## config.mk

```make
export PLATFORM = sky130hd
export DESIGN_NAME = data_capture_buffer
export DESIGN_NICKNAME = d
export VERILOG_FILES = /design/src/rtl/data_capture_buffer.sv
export SDC_FILE = /design/constraint.sdc
export NUM_CORES = 1
export LEC_CHECK = 0
export CORE_MARGIN = 2
export CORE_UTILIZATION = 50
export DETAILED_ROUTE_END_ITERATION = 16
export GPL_TIMING_DRIVEN = 0
export PLACE_DENSITY = 0.75
export SYNTH_ARGS = -nofsm -noshare
export SYNTH_HDL_FRONTEND = slang
export SYNTH_SLANG_ARGS = --single-unit
```

## constraint.sdc

```tcl
create_clock -name clock -period 2.85 [get_ports clock]
set_clock_uncertainty 0.2 [all_clocks]
set_input_delay 0.7125 -clock clock [delete_from_list [all_inputs] [get_ports clock]]
set_output_delay 0.7125 -clock clock [all_outputs]
set_load 0.05 [all_outputs]
```

## src/rtl/data_capture_buffer.sv

```systemverilog
// data_capture_buffer: triggered capture of DEPTH valid words into RAM with registered random-access readout
//   Build option: define CAPTURE_CHECKSUM_EN to enable the running XOR checksum (tied to 0 otherwise).
//   clock/reset : rising-edge clock, synchronous active-high reset
//   data_start  : capture trigger pulse; data_in/data_valid: sample stream
//   clear       : acknowledge DONE and return to IDLE
//   rd_addr     : read address; rd_data: registered read data (1-cycle latency)
//   busy/done   : in CAPTURE / in DONE; wr_count: words captured this trigger
//   trig_miss   : sticky, trigger seen while capturing; checksum: XOR of captured words
module data_capture_buffer #(
  parameter int WIDTH = 16,
  parameter int DEPTH = 8,
  localparam int ADDR_W = $clog2(DEPTH)
) (
  input  logic              clock,
  input  logic              reset,
  input  logic              data_start,
  input  logic [WIDTH-1:0]  data_in,
  input  logic              data_valid,
  input  logic              clear,
  input  logic [ADDR_W-1:0] rd_addr,
  output logic [WIDTH-1:0]  rd_data,
  output logic              busy,
  output logic              done,
  output logic [ADDR_W:0]   wr_count,
  output logic              trig_miss,
  output logic [WIDTH-1:0]  checksum
);
  typedef enum logic [1:0] {IDLE, CAPTURE, DONE} state_t;
  state_t state, state_nxt;
  logic [WIDTH-1:0] mem [DEPTH];
  logic wr_en, last_wr, enter_cap, in_range;
  always_comb begin
    wr_en     = state == CAPTURE && data_valid;
    last_wr   = wr_en && wr_count == (ADDR_W+1)'(DEPTH - 1);
    enter_cap = state != CAPTURE && data_start;
    in_range  = {1'b0, rd_addr} < (ADDR_W+1)'(DEPTH);
    state_nxt = enter_cap ? CAPTURE :
                last_wr ? DONE :
                (state == DONE && clear) ? IDLE : state;
    busy      = state == CAPTURE;
    done      = state == DONE;
  end
  always_ff @(posedge clock) begin
    if (reset) state <= IDLE;
    else state <= state_nxt;
  end
  always_ff @(posedge clock) begin
    if (reset) begin
      wr_count  <= '0;
      trig_miss <= 1'b0;
      rd_data   <= '0;
    end else begin
      if (enter_cap) wr_count <= '0;
      else if (wr_en) wr_count <= wr_count + (ADDR_W+1)'(1);
      trig_miss <= trig_miss | (busy && data_start);
      rd_data   <= in_range ? mem[rd_addr] : '0;
    end
  end
  // RAM is deliberately left out of reset so partial captures survive it
  always_ff @(posedge clock) begin
    if (wr_en && !reset) mem[wr_count[ADDR_W-1:0]] <= data_in;
  end
`ifdef CAPTURE_CHECKSUM_EN
  always_ff @(posedge clock) begin
    if (reset || enter_cap) checksum <= '0;
    else if (wr_en) checksum <= checksum ^ data_in;
  end
`else
  assign checksum = '0;
`endif
endmodule

```

==> flow_summary.toml <==
[drt]
wl_per_cell_um = 19.8
vias = 2774
viasPerCell = 5.30
iter_0_drt_violations = 197
drt_pass1_iterations = 4
wirelength_mm = 10.4
antenna_violating_nets_post_route = 0
drc_errors = 0

[place]
pre_cts_slack_ps = -509
numPlacedInstances = 488
routabilityCongestion = 0.714
io_buffers = 44
dp.final_hpwl_mm = 6.45

[synthesis]
ys_types = 29
netlist_area_um2 = 5700
yosys-top-cells-area = "sky130_fd_sc_hd__edfxtp_1 67%, sky130_fd_sc_hd__mux4_2 12%, sky130_fd_sc_hd__dfxtp_1 8.1%"
postSynthRegisterBits = 151
syn-instance-count = 283
synth_warnings = 0
syn_area_per_cell_um2 = 20.1
yosysSeqAreaShare_pct = 75.6
synth.top_cell.area_share_pct = 67.5
yosysTopAreaCell = "sky130_fd_sc_hd__edfxtp_1"

[pwr]
power.net_switching_uw = 1130
share_of_power_burned_in_combinational_logic_pct = 7.0
swShare_pct = 22.3
power.ir.vdd_worst_mv = 0.401
p_leak_uw = 0.00251
clock_power_share_pct = 45.3
p_per_area_nw_per_um2 = 710
internal_power_uw = 3960
power.share.sequential_pct = 47.7

[worst_hold_path]
depth_of_the_worst_hold_timing_path = 2
holdCritPathClass = "reg2reg"

[critical_path]
cp_cell_sequence = "clkdlybuf4s50_1 > nand3b_1 > or3_1 > nor2_2 > buf_6"
cp_startpoint_kind = "primary input"
cp.buffers_inverters = 2
cpLargestDelayFamily = "simple AND/OR/NAND/NOR gates"
crit_path_max_incr_delay_ps = 510
cp.arrival_ps = 2650
ff_to_ff_path_depth = 4
crit_path_top_delay_cell = "sky130_fd_sc_hd__clkdlybuf4s50_1"
timing.critical_path.required_ps = 2770
worstPathMaxFanout = 9
start_to_end_type_of_the_worst_setup_path = "in2reg"
timing.critical_path.depth = 5
cp-end-kind = "register"

[clock_tree]
clock_insertion_delay_worst_skew_ps = 420
cts.hold.buffers_added = 0
clkSlewWorstSetupHoldPaths_ps = 60
tritoncts_num_sinks = 151
htree_num_levels = 4
cts.root.buffer_cell = "sky130_fd_sc_hd__clkbuf_16"
tritoncts_clock_tree = "yes"
tritoncts.num_buffers = 17
maximum_count_of_clock_buffers_along_a_single_path = 2

[sta]
setup_repair_after_global_routing_missed_its_margin = "no"
setup-violations-final = 0
max_clock_freq_ghz = 0.365
final_worst_path_setup_slack_ps = 111
min_period_ps = 2740
slew_headroom_pct = 52.9
hold_viol = 0
post-route-period-util_pct = 96.1
worstMarginPinSlew_ps = 707
slew_violations = 0

[global_routing]
gr-usage-met1_pct = 24.2
grt_max_degree = 17
grt_pass1_vias = 2892
busiest_grt_layer = "met2"
initial_antenna_violation_count = 0
global_route.usage.met3_pct = 5.25
gr_overflow_total = 0
fraction_of_met2_tracks_used_by_global_routing_pct = 28.5
global_route_wire_length_before_repair_mm = 16.1
globalRouteTotalUtil_pct = 18.0

[floorplanning]
coreArea_um2 = 11000
floorplan.io_pins = 63
die-height_um = 111
effective_utilization_at_floorplan_pct = 51.9
fp-row-count = 38
fp.dieW_um = 111
die_area_um2 = 12300

[final_layout]
post_route_cells_drive_above_1_share_pct = 27.4
finalNonFillerCells = 523
layout-area-overhead-vs-synth_pct = 25.8
ant_diodes = 0
finalNetCount = 395

[status]
status = "completed"

[job]
max_cap_violations = 0
## power by group through the flow
stage	sequential [uW]	combinational, uW	clock [uW]
after detailed placement	2470	358	0
after global placement	2470	351	0
after global routing	2430	380	2440
after floorplan	2530	180	0
final	2430	358	2300
after CTS	2430	362	2330
## layout by cell type, fill, tap and decap left out, drive strengths merged
master	instances
a21o	1
a21oi	4
a2bb2oi	1
buf	34
bufinv	3
clkbuf	19
clkdlybuf4s50	41
clkinv	3
clkinvlp	4
conb	16
dfxtp	23
dlymetal6s2s	3
edfxtp	128
ha	1
inv	6
mux2i	16
mux4	32
nand2	3
nand2b	5
nand3	2
nand3b	1
nand4b	1
nor2	26
nor2b	1
nor3	2
o21ai	2
or3	2
or3b	1
xor2	2
## cell usage after synthesis
cell type	instances
sky130_fd_sc_hd__nand3b_1	1
sky130_fd_sc_hd__buf_2	5
sky130_fd_sc_hd__nand2_1	3
sky130_fd_sc_hd__or3_1	2
sky130_fd_sc_hd__dfxtp_1	23
sky130_fd_sc_hd__clkbuf_1	2
sky130_fd_sc_hd__nor2_1	26
sky130_fd_sc_hd__a21oi_1	4
sky130_fd_sc_hd__edfxtp_1	128
sky130_fd_sc_hd__buf_8	1
sky130_fd_sc_hd__buf_6	1
sky130_fd_sc_hd__inv_1	1
sky130_fd_sc_hd__conb_1	1
sky130_fd_sc_hd__nand2b_1	5
sky130_fd_sc_hd__xor2_1	2
sky130_fd_sc_hd__mux4_1	1
sky130_fd_sc_hd__or3b_1	1
sky130_fd_sc_hd__nor3_1	2
sky130_fd_sc_hd__nor2b_1	1
sky130_fd_sc_hd__buf_12	2
sky130_fd_sc_hd__nand3_1	2
sky130_fd_sc_hd__buf_4	16
sky130_fd_sc_hd__mux4_2	31
sky130_fd_sc_hd__o21ai_0	2
sky130_fd_sc_hd__a2bb2oi_1	1
sky130_fd_sc_hd__nand4b_1	1
sky130_fd_sc_hd__mux2i_1	16
sky130_fd_sc_hd__ha_1	1
sky130_fd_sc_hd__a21o_1	1
## cell type report
type | instances | area, um^2
Buffer | 27 | 219
Clock buffer | 17 | 425
Clock inverter | 15 | 193
Fill cell | 756 | 3820
Inverter | 1 | 3.75
Multi-Input combinational cell | 119 | 1270
Sequential cell | 151 | 4300
Tap cell | 140 | 175
Timing Repair Buffer | 53 | 578
## worst paths after layout
check / startpoint / endpoint / slack [ps]
hold / removal: trig_miss$_SDFF_PP0_ / trig_miss$_SDFF_PP0_ / 280
setup reg to reg: state[0]$_SDFFE_PP0P_ / mem[1][0]$_DFFE_PP_ / 490
hold reg to reg: trig_miss$_SDFF_PP0_ / trig_miss$_SDFF_PP0_ / 280
setup / recovery: data_valid / mem[1][0]$_DFFE_PP_ / 110
## metal layers
metal  vias up  routed length [um]
met5         -                   0
met4         0                  74
met3         7                 684
met2       107                5270
met1      1399                4340
li1       1261                   -
## repair_timing
item | in CTS | in global routing
resized for setup | 0 | 4
endpoints found under the setup margin | 32 | 12
pin swaps | 2 | 0
setup buffers | 3 | 0
## worst min-delay path, cell delays in order, from the launching register on
cell	delay (ps)
sky130_fd_sc_hd__dfxtp_1	340
sky130_fd_sc_hd__a21oi_1	40
sky130_fd_sc_hd__nor2_1	70
## state kept, by name (all words and copies together), names as in the netlist
| signal | cells |
|---|---|
| state | 2 |
| wr_count | 4 |
| rd_data | 16 |
| mem | 128 |
| trig_miss | 1 |
## stage by stage
step	power [uW]	hold WS, ps	TNS (ps)	cell area [um^2]	utilization, %
4_1_cts	5120	284	0	7150	65.1
3_3_place_gp	2820	256	-118770	6380	58.1
5_1_grt	5250	315	0	7170	65.2
3_5_place_dp	2830	267	-35790	6490	59.1
2_1_floorplan	2710	287	0	5760	-
6_report	5090	281	0	7170	65.2
## cells by family after synthesis
logic type,Yosys count,share of synthesized area (%)
AO/OA/AOI/OAI,8,0.813
other,1,0.0658
flip-flops,151,75.6
AND/OR/NAND/NOR,44,3.58
multiplexers,48,15.5
adder cells (fa/ha/maj),1,0.220
XOR/XNOR,2,0.308
buffers and inverters,28,3.91
Power figures use the tool's default switching activity.
